===== src/rtl/alu_pkg.sv =====
// Shared definitions for the ALU sharing arbiter: widths, opcodes, FSM states.
package alu_pkg;

  localparam int ALU_WIDTH = 32;
  localparam int ALU_CNT_W = 16;

  localparam logic [2:0] ALU_ADD = 3'b000;
  localparam logic [2:0] ALU_SUB = 3'b001;
  localparam logic [2:0] ALU_AND = 3'b010;
  localparam logic [2:0] ALU_OR  = 3'b011;
  localparam logic [2:0] ALU_SRL = 3'b100;
  localparam logic [2:0] ALU_SRA = 3'b101;

  typedef enum logic [1:0] {
    S_IDLE = 2'd0,
    S_EXEC = 2'd1,
    S_RESP = 2'd2
  } state_e;

endpackage


===== src/rtl/alu_share_arbiter_if.sv =====
// Request/response bundle between the two requesters, the result consumer
// and the ALU sharing arbiter.
interface alu_share_arbiter_if #(
  parameter int WIDTH = alu_pkg::ALU_WIDTH,
  parameter int CNT_W = alu_pkg::ALU_CNT_W
);

  logic             req0_valid;
  logic             req0_ready;
  logic [WIDTH-1:0] req0_A;
  logic [WIDTH-1:0] req0_B;
  logic [2:0]       req0_ALUOp;

  logic             req1_valid;
  logic             req1_ready;
  logic [WIDTH-1:0] req1_A;
  logic [WIDTH-1:0] req1_B;
  logic [2:0]       req1_ALUOp;

  logic             rsp_valid;
  logic             rsp_ready;
  logic             rsp_id;
  logic [WIDTH-1:0] rsp_C;
  logic [CNT_W-1:0] ops_done;

  // Client side: requesters plus the result consumer.
  modport master (
    output req0_valid, req0_A, req0_B, req0_ALUOp,
    output req1_valid, req1_A, req1_B, req1_ALUOp,
    output rsp_ready,
    input  req0_ready, req1_ready,
    input  rsp_valid, rsp_id, rsp_C, ops_done
  );

  // Arbiter side.
  modport slave (
    input  req0_valid, req0_A, req0_B, req0_ALUOp,
    input  req1_valid, req1_A, req1_B, req1_ALUOp,
    input  rsp_ready,
    output req0_ready, req1_ready,
    output rsp_valid, rsp_id, rsp_C, ops_done
  );

endinterface


===== src/rtl/alu_core.sv =====
// Purely combinational ALU: add/sub wrap, bitwise and/or, logical and
// arithmetic right shift by B[4:0]; unused opcodes give zero.
module alu_core
  import alu_pkg::*;
#(
  parameter int WIDTH = ALU_WIDTH
) (
  input  logic [WIDTH-1:0] A,
  input  logic [WIDTH-1:0] B,
  input  logic [2:0]       ALUOp,
  output logic [WIDTH-1:0] C
);

  logic [4:0] shamt_s;

  // Opcode decode and result selection.
  always_comb begin
    shamt_s = B[4:0];
    C       = {WIDTH{1'b0}};
    case (ALUOp)
      ALU_ADD: C = A + B;
      ALU_SUB: C = A - B;
      ALU_AND: C = A & B;
      ALU_OR:  C = A | B;
      ALU_SRL: C = A >> shamt_s;
      ALU_SRA: C = $unsigned($signed(A) >>> shamt_s);
      default: C = {WIDTH{1'b0}};
    endcase
  end

endmodule


===== src/rtl/alu_share_arbiter.sv =====
// Shares one ALU between two requesters. Round-robin grant in IDLE, one
// cycle of execution on latched operands, then the result is held on the
// response channel until the consumer takes it.
module alu_share_arbiter
  import alu_pkg::*;
#(
  parameter int WIDTH = ALU_WIDTH,
  parameter int CNT_W = ALU_CNT_W
) (
  input  logic               clk,
  input  logic               rst_n,
  alu_share_arbiter_if.slave bus
);

  state_e           state_q, state_d;
  logic             last_grant_q, last_grant_d;
  logic             id_q, id_d;
  logic [WIDTH-1:0] a_q, a_d;
  logic [WIDTH-1:0] b_q, b_d;
  logic [2:0]       op_q, op_d;
  logic             rsp_valid_q, rsp_valid_d;
  logic             rsp_id_q, rsp_id_d;
  logic [WIDTH-1:0] rsp_c_q, rsp_c_d;
  logic [CNT_W-1:0] ops_done_q, ops_done_d;

  logic             grant_s;
  logic             any_valid_s;
  logic             ready0_s;
  logic             ready1_s;
  logic [WIDTH-1:0] alu_c_s;

  alu_core #(.WIDTH(WIDTH)) u_alu_core (
    .A     (a_q),
    .B     (b_q),
    .ALUOp (op_q),
    .C     (alu_c_s)
  );

  // Round-robin grant: a lone requester always wins, contention goes to
  // whoever was not served last.
  always_comb begin
    any_valid_s = bus.req0_valid | bus.req1_valid;
    if (bus.req0_valid && bus.req1_valid) begin
      grant_s = ~last_grant_q;
    end else if (bus.req1_valid) begin
      grant_s = 1'b1;
    end else begin
      grant_s = 1'b0;
    end
    ready0_s = (state_q == S_IDLE) && bus.req0_valid && (grant_s == 1'b0);
    ready1_s = (state_q == S_IDLE) && bus.req1_valid && (grant_s == 1'b1);
  end

  // FSM next state, operand capture, response register and counter update.
  always_comb begin
    state_d      = state_q;
    last_grant_d = last_grant_q;
    id_d         = id_q;
    a_d          = a_q;
    b_d          = b_q;
    op_d         = op_q;
    rsp_valid_d  = rsp_valid_q;
    rsp_id_d     = rsp_id_q;
    rsp_c_d      = rsp_c_q;
    ops_done_d   = ops_done_q;
    case (state_q)
      S_IDLE: begin
        // Any valid means the granted requester sees ready, so it fires.
        if (any_valid_s) begin
          state_d      = S_EXEC;
          id_d         = grant_s;
          last_grant_d = grant_s;
          if (grant_s) begin
            a_d  = bus.req1_A;
            b_d  = bus.req1_B;
            op_d = bus.req1_ALUOp;
          end else begin
            a_d  = bus.req0_A;
            b_d  = bus.req0_B;
            op_d = bus.req0_ALUOp;
          end
        end else begin
          state_d = S_IDLE;
        end
      end
      S_EXEC: begin
        state_d     = S_RESP;
        rsp_c_d     = alu_c_s;
        rsp_id_d    = id_q;
        rsp_valid_d = 1'b1;
      end
      S_RESP: begin
        if (bus.rsp_ready) begin
          state_d     = S_IDLE;
          rsp_valid_d = 1'b0;
          ops_done_d  = ops_done_q + CNT_W'(1);
        end else begin
          state_d     = S_RESP;
        end
      end
      default: begin
        state_d     = S_IDLE;
        rsp_valid_d = 1'b0;
      end
    endcase
  end

  // State and datapath registers; reset discards any operation in flight.
  always_ff @(posedge clk or negedge rst_n) begin
    if (!rst_n) begin
      state_q      <= S_IDLE;
      last_grant_q <= 1'b1;
      id_q         <= 1'b0;
      a_q          <= {WIDTH{1'b0}};
      b_q          <= {WIDTH{1'b0}};
      op_q         <= 3'b000;
      rsp_valid_q  <= 1'b0;
      rsp_id_q     <= 1'b0;
      rsp_c_q      <= {WIDTH{1'b0}};
      ops_done_q   <= {CNT_W{1'b0}};
    end else begin
      state_q      <= state_d;
      last_grant_q <= last_grant_d;
      id_q         <= id_d;
      a_q          <= a_d;
      b_q          <= b_d;
      op_q         <= op_d;
      rsp_valid_q  <= rsp_valid_d;
      rsp_id_q     <= rsp_id_d;
      rsp_c_q      <= rsp_c_d;
      ops_done_q   <= ops_done_d;
    end
  end

  assign bus.req0_ready = ready0_s;
  assign bus.req1_ready = ready1_s;
  assign bus.rsp_valid  = rsp_valid_q;
  assign bus.rsp_id     = rsp_id_q;
  assign bus.rsp_C      = rsp_c_q;
  assign bus.ops_done   = ops_done_q;

endmodule


===== src/flat_wrapper.sv =====
// flat-port wrapper written by rule: the top's interface ports become plain ports
module alu_share_arbiter_flat import alu_pkg::*;
#(
  parameter int WIDTH = ALU_WIDTH,
  parameter int CNT_W = ALU_CNT_W
)
  (clk, rst_n, bus_req0_valid, bus_req0_A, bus_req0_B, bus_req0_ALUOp, bus_req1_valid, bus_req1_A, bus_req1_B, bus_req1_ALUOp, bus_rsp_ready, bus_req0_ready, bus_req1_ready, bus_rsp_valid, bus_rsp_id, bus_rsp_C, bus_ops_done);
  alu_share_arbiter_if #(.WIDTH(WIDTH), .CNT_W(CNT_W)) bus_i ();
  input  logic clk;
  input  logic rst_n;
  input wire logic [$bits(bus_i.req0_valid)-1:0] bus_req0_valid;
  input wire logic [$bits(bus_i.req0_A)-1:0] bus_req0_A;
  input wire logic [$bits(bus_i.req0_B)-1:0] bus_req0_B;
  input wire logic [$bits(bus_i.req0_ALUOp)-1:0] bus_req0_ALUOp;
  input wire logic [$bits(bus_i.req1_valid)-1:0] bus_req1_valid;
  input wire logic [$bits(bus_i.req1_A)-1:0] bus_req1_A;
  input wire logic [$bits(bus_i.req1_B)-1:0] bus_req1_B;
  input wire logic [$bits(bus_i.req1_ALUOp)-1:0] bus_req1_ALUOp;
  input wire logic [$bits(bus_i.rsp_ready)-1:0] bus_rsp_ready;
  output wire logic [$bits(bus_i.req0_ready)-1:0] bus_req0_ready;
  output wire logic [$bits(bus_i.req1_ready)-1:0] bus_req1_ready;
  output wire logic [$bits(bus_i.rsp_valid)-1:0] bus_rsp_valid;
  output wire logic [$bits(bus_i.rsp_id)-1:0] bus_rsp_id;
  output wire logic [$bits(bus_i.rsp_C)-1:0] bus_rsp_C;
  output wire logic [$bits(bus_i.ops_done)-1:0] bus_ops_done;
  assign bus_i.req0_valid = bus_req0_valid;
  assign bus_i.req0_A = bus_req0_A;
  assign bus_i.req0_B = bus_req0_B;
  assign bus_i.req0_ALUOp = bus_req0_ALUOp;
  assign bus_i.req1_valid = bus_req1_valid;
  assign bus_i.req1_A = bus_req1_A;
  assign bus_i.req1_B = bus_req1_B;
  assign bus_i.req1_ALUOp = bus_req1_ALUOp;
  assign bus_i.rsp_ready = bus_rsp_ready;
  assign bus_req0_ready = bus_i.req0_ready;
  assign bus_req1_ready = bus_i.req1_ready;
  assign bus_rsp_valid = bus_i.rsp_valid;
  assign bus_rsp_id = bus_i.rsp_id;
  assign bus_rsp_C = bus_i.rsp_C;
  assign bus_ops_done = bus_i.ops_done;
  alu_share_arbiter #(.WIDTH(WIDTH), .CNT_W(CNT_W)) u_core (.clk(clk), .rst_n(rst_n), .bus(bus_i));
endmodule

===== config.mk =====
export PLATFORM = sky130hd
export DESIGN_NAME = alu_share_arbiter_flat
export DESIGN_NICKNAME = d
export VERILOG_FILES = /design/src/rtl/alu_pkg.sv /design/src/rtl/alu_share_arbiter_if.sv /design/src/rtl/alu_core.sv /design/src/rtl/alu_share_arbiter.sv /design/src/flat_wrapper.sv
export SDC_FILE = /design/constraint.sdc
export NUM_CORES = 1
export LEC_CHECK = 0
export CORE_UTILIZATION = 45
export CTS_CLUSTER_DIAMETER = 100
export DETAILED_ROUTE_END_ITERATION = 10
export PLACE_DENSITY = 0.67
export SKIP_CTS_REPAIR_TIMING = 1
export SLEW_MARGIN = 10
export SYNTH_ARGS = -nofsm -noshare
export SYNTH_HDL_FRONTEND = slang
export SYNTH_SLANG_ARGS = --single-unit

===== constraint.sdc =====
create_clock -name clk -period 6.6 [get_ports clk]
set_clock_uncertainty 0.1 [all_clocks]
set_input_delay 1.32 -clock clk [delete_from_list [all_inputs] [get_ports clk]]
set_output_delay 1.32 -clock clk [all_outputs]
set_load 0.05 [all_outputs]

==> results of run 1 <==
## cell families after synthesis
logic type	after synthesis	share of synthesized area, %
and+or+nand+nor	384	17.0
adders and majority gates	63	6.98
AOI/OAI and AO/OA	361	21.5
xor gates and xnor gates	69	5.86
buffers and inverters	106	4.22
muxes	124	15.4
DFF	121	29.0
## stage by stage
stage	utilization (%)	setup WS, ps
after floorplan	-	2410
after global placement	54.9	2050
after detailed placement	54.9	2020
after CTS	57.5	2020
after global routing	57.5	1760
final	57.5	2070
## worst paths after layout
| path | from | end | slack [ps] | depth (start not counted) |
|---|---|---|---|---|
| min | u_core.bus.rsp_id | u_core.bus.rsp_id | 370 | 2 |
| max | bus_req1_valid | bus_req1_ready | 2070 | 4 |
| min in group asynchronous | rst_n | u_core.bus.rsp_C[10] | 860 | 1 |
| min reg2reg | u_core.bus.rsp_id | u_core.bus.rsp_id | 370 | 2 |
| max reg2reg | u_core.b_q[2] | u_core.bus.rsp_C[31] | 2190 | 14 |
| max in group asynchronous | rst_n | u_core.b_q[0] | 4220 | 2 |
## cells in the mapped netlist, types with 5 or more instances
cell type	count	area [um^2]
nand2_1	178	668
o21ai_0	123	616
dfrtp_1	120	3000
a21oi_1	94	470
mux2i_1	88	881
nor2_1	87	327
clkbuf_1	57	214
xnor2_1	47	412
ha_1	35	438
maj3_1	27	270
nand3_1	24	120
mux4_2	23	518
xor2_1	21	184
a211oi_1	19	143
nor3_1	19	95.1
buf_1	17	63.8
a21o_1	16	120
nand4_1	15	93.8
a31oi_1	13	81.3
buf_2	13	65.1
inv_1	12	45.0
o211ai_1	12	90.1
o221ai_1	11	96.3
and2_1	10	62.6
nand2b_1	10	62.6
and3_1	9	56.3
mux2_2	9	101
a221oi_1	8	70.1
o21ai_1	7	35.0
nor2b_1	6	37.5
o21a_1	6	45.0
o31ai_1	6	45.0
a211o_1	5	43.8
a221o_1	5	50.1
## tightest hold or removal path: stages, from the launching register on
cell     delay [ps]
dfrtp_1         340
nand2_1          50
nand2_1          50
## registers in the layout, indices dropped and copies added (netlist names)
signal,flops
u_core.b_q,32
u_core.a_q,32
u_core.bus.ops_done,16
u_core.op_q,3
u_core.bus.rsp_id,1
u_core.bus.rsp_valid,1
u_core.id_q,1
u_core.state_q,2
u_core.bus.rsp_C,32
u_core.last_grant_q,1
## cell usage in the layout, fill, tap and decap left out, types with 7 or more instances in the layout
cell type,synthesis,final
a211oi_1,19,19
a21o_1,16,16
a21oi_1,94,94
a221oi_1,8,8
a31oi_1,13,13
and2_1,10,10
and3_1,9,9
buf_4,1,18
clkbuf_16,0,17
clkdlybuf4s50_1,0,189
dfrtp_1,120,119
ha_1,35,35
inv_1,12,12
inv_6,0,7
maj3_1,27,27
mux2_2,9,9
mux2i_1,88,88
mux4_2,23,23
nand2_1,178,178
nand2b_1,10,10
nand3_1,24,24
nand4_1,15,15
nor2_1,87,87
nor3_1,19,17
o211ai_1,12,12
o21ai_0,123,122
o21ai_1,7,7
o221ai_1,11,11
xnor2_1,47,47
xor2_1,21,21
## cell type report
type	instances	area [um^2]
Sequential cell	121	3030
Fill cell	2143	9650
Clock inverter	14	150
Tap cell	285	357
Multi-Input combinational cell	1001	7000
Clock buffer	18	439
Timing Repair Buffer	207	2030
Inverter	15	56.3
## routing by layer
layer	vias up	share of wire [%]	track usage [%]
met5	-	0	0
met4	0	2.6	10.7
met3	64	9.2	6.56
met2	491	44	44.9
met1	4740	45	42.4
li1	4783	-	-
==> metrics.md, run 1 <==
| Metric | Value |
|---|---|
| Clock tree from TritonCTS | done |
| Proportion of synthesized chip area in sequential cells | between 20% and 30% |
| Slew of the pin with the lowest slew margin | 1100 ps |
| Die ar. | between 0.02 and 0.025 mm^2 |
| RSZ-0062 raised after global routing | false |
| Hold WC Path Type | reg2reg |
| Final setup violation count | 0 |
| DR vias/cell | 6.07 |
| Critical Path AT | 3110 ps |
| #FFs+latches synth | 121 |
| Rel. slew slack | 26.5% |
| Non-filler cells, final | 1661 |
| Post-synth EDFFs | 0 |
| Delay-heaviest family, CP | buffers and inverters |
| Clk_lat worst skew | 430 ps |
| Number of antenna violations at the first check in global routing | 0 |
| CP max stage delay | 840 ps |
| Clock transition at path regs | 60 ps |
| Total track usage | 29.9% |
| Die Span Y | 154 um |
| Share of the clock period used by the worst path | 68.7% |
| Setup CP Type | in2out |
| Layout overhead on the synthesized area | 25.1% |
| Design Area, Final | 0.0131 mm^2 |
| Worst hold slack | between 300 and 400 ps |
| Clock tree buffer depth | 2 |
| CP Buf/Inv Count | 2 |
| Final hold vios | 0 |
| Setup TNS Final | 0 ps |
| Number of diodes | 0 |
| Crit path capture type | output pin |
| IO Pins | 191 |
| Highest Clock Rate | 0.221 GHz |
| Root Driver | clkbuf_16 |
| Gate Count Post-Synth | 1228 |
| Status | finished, final reports clean |
| Core Area | roughly 0.023 mm^2 |
| CP max-delay cell | clkdlybuf4s50_1 |
| YS warnings | 0 |
| DP Area | 0.0125 mm^2 |
| Total Wirelength | 35200 um |
| Syn_nets | 1403 |
| Number of global-route vias before repair | 9595 |
| Ys async rst share | 100% |
| Share of cells above drive strength 1 | 7.56% |
| Critical Path Fanout Max | 3 |
| Max-slew violation count | 0 |
| Rows | 55 |
| Max_cap viols | 0 |
| Mapped Area | 0.0104 mm^2 |
| Drt wl/cell | 21.2 um |
| Drt drc | 0 |
| Fin crit period | 4530 ps |
| Final net count | 1538 |
| Ys flop type | dfrtp_1 |
| Inst Count DP | approximately 1600 |
| Total CTS buffers | 17 |
| Initial Util | 46.0% |
| Distinct cell type count after synthesis | 77 |
| Number of H-tree levels | 4 |
| Largest net degree at the start of global routing | ~140 |
| Critical path, cell by cell | clkdlybuf4s50_1, a21boi_4, and2_1, clkdlybuf4s50_1 |
| Initial drt markers | roughly 830 |
| Clock sink count | 121 |
| Vias post-DR | 10100 |
| CP required | 5180 ps |
| Final ANT Viol Nets | 0 |
| Critical Path Start Type | input pin |
| Mean Syn Cell Area | 8.50 um^2 |
| PortBufs | 190 |
| CP dominant cell by count | clkdlybuf4s50_1 |
| First-pass GRT wire length | 54400 um |
| Grt total ovfl | 0 |
| Post-DP HPWL | between 20000 and 30000 um |
| Die width | approximately 150 um |
| Drt pass-1 iters | 6 |
| GPL Wtd Cong | ~0.97 |
Power of run 1 is left out: the tool's default activity adds up to more than one toggle a clock period on the data nets, which glitch-free logic cannot reach.
==> inputs of run 2 (changes only) <==
==> constraint.sdc (replaced) <==
create_clock -name clk -period 4.2 [get_ports clk]
set_clock_uncertainty 0.1 [all_clocks]
set_input_delay 0.84 -clock clk [delete_from_list [all_inputs] [get_ports clk]]
set_output_delay 0.84 -clock clk [all_outputs]
set_load 0.05 [all_outputs]
==> run 2 against run 1 <==
Register-to-register slack got worse by 2000 ps. Cell area increased by 2.9%. Worst hold slack got worse by 210 ps. Via count grew 4.4%. Setup slack got worse by 1900 ps. Sequential share of layout area is 0.65 points lower. Non-clock buffer count up 36. Critical path depth increased by 10. Die area stayed put. Routed wire length grew 7.1%. First-iteration DRC count rose by 28%. Cell count up 2.2%. Largest cell class unchanged. Highest routed layer unchanged.
==> metrics.md, run 2 (synthesis gave the netlist of run 1 again) <==
| Metric | Value |
|---|---|
| Share of cells above drive strength 1 | 10.8% |
| IO Pins | around 190 |
| Clk_lat worst skew | ~430 ps |
| Setup CP Type | reg2reg |
| Core Area | 0.0227 mm^2 |
| Rel. slew slack | 27.2% |
| Most frequent cells in the layout | clkdlybuf4s50_1, nand2_1, o21ai_0 |
| Commonest non-fill, non-tap cell in the layout | clkdlybuf4s50_1 |
| Number of antenna violations at the first check in global routing | 0 |
| Fill cell count | 2006 |
| Highest Clock Rate | 0.247 GHz |
| Die ar. | 0.0238 mm^2 |
| PortBufs | 190 |
| Status | finished, final reports clean |
| Post-DP HPWL | about 29000 um |
| Number of diodes | 0 |
| Reg2reg start | u_core.b_q[7] |
| Total track usage | 32.0% |
| Number of H-tree levels | 4 |
| Final hold vios | 0 |
| Max-slew violation count | 0 |
| Delay-heaviest family, CP | simple AND/OR/NAND/NOR gates |
| CP dominant cell by count | nand4_1 |
| Final ANT Viol Nets | 0 |
| Worst r2r path cells | 14 |
| Crit path capture type | flip-flop |
| Vias post-DR | roughly 11000 |
| CP Buf/Inv Count | 1 |
| Design Area, Final | 0.0134 mm^2 |
| Share of the clock period used by the worst path | a little over nine tenths |
| Final setup violation count | 0 |
| Initial Util | a little under half |
| Total Wirelength | 37700 um |
| Fin crit period | roughly 4000 ps |
| First-pass GRT wire length | approximately 58000 um |
| RSZ-0062 raised after global routing | true |
| Critical Path Fanout Max | 7 |
| Grt total ovfl | 0 |
| DR vias/cell | 6.20 |
| Rows | 55 |
| Critical Path Start Type | flip-flop |
| Final net count | ~1600 |
| Drt wl/cell | 22.2 um |
| Slew of the pin with the lowest slew margin | 1060 ps |
| Clock tree buffer depth | 2 |
| Critical Path AT | 4290 ps |
| GPL Wtd Cong | roughly 1 |
| Max_cap viols | 0 |
| CP max stage delay | 470 ps |
| Worst hold slack | 163 ps |
| Hold WC Path Type | in2async |
| Die width | 154 um |
| Critical path, cell by cell | nor4_2, nand4b_1, nor3_2, nor2_1, xnor2_1, ha_1, nand4_1, or4_1, a211o_1, nand4_1, buf_4, nand2b_1, xor2_1, o221ai_1 |
| Total CTS buffers | 17 |
| Initial drt markers | around 1100 |
| Drt pass-1 iters | 6 |
| CP required | 4430 ps |
| Setup TNS Final | 0 ps |
| RR Endpoint | u_core.bus.rsp_C[27] |
| Clock tree from TritonCTS | done |
| Root Driver | clkbuf_16 |
| Clock sink count | 121 |
| Reg-to-reg slack, setup | 140 ps |
| Clock transition at path regs | about 70 ps |
| Largest net degree at the start of global routing | between 70 and 80 |
| DP Area | approximately 0.013 mm^2 |
| Inst Count DP | 1658 |
| Layout overhead on the synthesized area | 28.8% |
| Drt drc | 0 |
| Number of global-route vias before repair | 9938 |
| Non-filler cells, final | around 1700 |
| CP max-delay cell | dfrtp_1 |
| Die Span Y | approximately 150 um |
[run 2: how the worst max path moves through the flow]
| stage | start | slack (ps) | cells after the start | to |
|---|---|---|---|---|
| final | u_core.b_q[7] | 140 | 14 | u_core.bus.rsp_C[27] |
| after global routing | u_core.b_q[5] | -50 | 14 | u_core.bus.rsp_C[31] |
| after CTS | u_core.b_q[2] | 130 | 15 | u_core.bus.rsp_C[31] |
| after detailed placement | u_core.b_q[2] | 160 | 15 | u_core.bus.rsp_C[31] |
| after global placement | u_core.b_q[2] | 170 | 14 | u_core.bus.rsp_C[31] |
| after floorplan | u_core.b_q[0] | 330 | 19 | u_core.bus.rsp_C[31] |
[run 2: worst register-to-register path, cell delays in order, from the launching register on]
cell      delay (ps)
dfrtp_1          470
nor4_2           440
nand4b_1         360
nor3_2           350
nor2_1            90
xnor2_1          140
ha_1             440
nand4_1          140
or4_1            420
a211o_1          310
nand4_1          180
buf_4            130
nand2b_1          60
xor2_1           140
o221ai_1         190
[run 2: per-stage QoR]
step | utilization [%] | setup WS, ps
CTS | 58.7 | 132
global route | 59.2 | -45.6
detailed placement | 56.0 | 157
global placement | 56.0 | 172
floorplan | - | 330
finish | 59.2 | 144
[run 2: layout make-up]
type,instances,area [um^2],share of cell area [%]
Inverter,15,56.3,0.419
Sequential cell,121,3030,22.6
Tap cell,285,357,2.65
Timing Repair Buffer,243,2330,17.3
Multi-Input combinational cell,1001,7050,52.5
Clock buffer,18,429,3.19
Clock inverter,14,186,1.39
[run 2: routing by layer]
metal / up-vias / wire length [um] / share of wire (%) / track usage, %
met4: 0 / 1520 / 4.0 / 13.3
met2: 604 / 16000 / 42 / 47.3
met5: - / 0 / 0 / 0
met1: 4961 / 16600 / 44 / 46.0
met3: 92 / 3520 / 9.3 / 5.49
li1: 4865 / - / - / -
Power of run 2 is left out for the same reason.
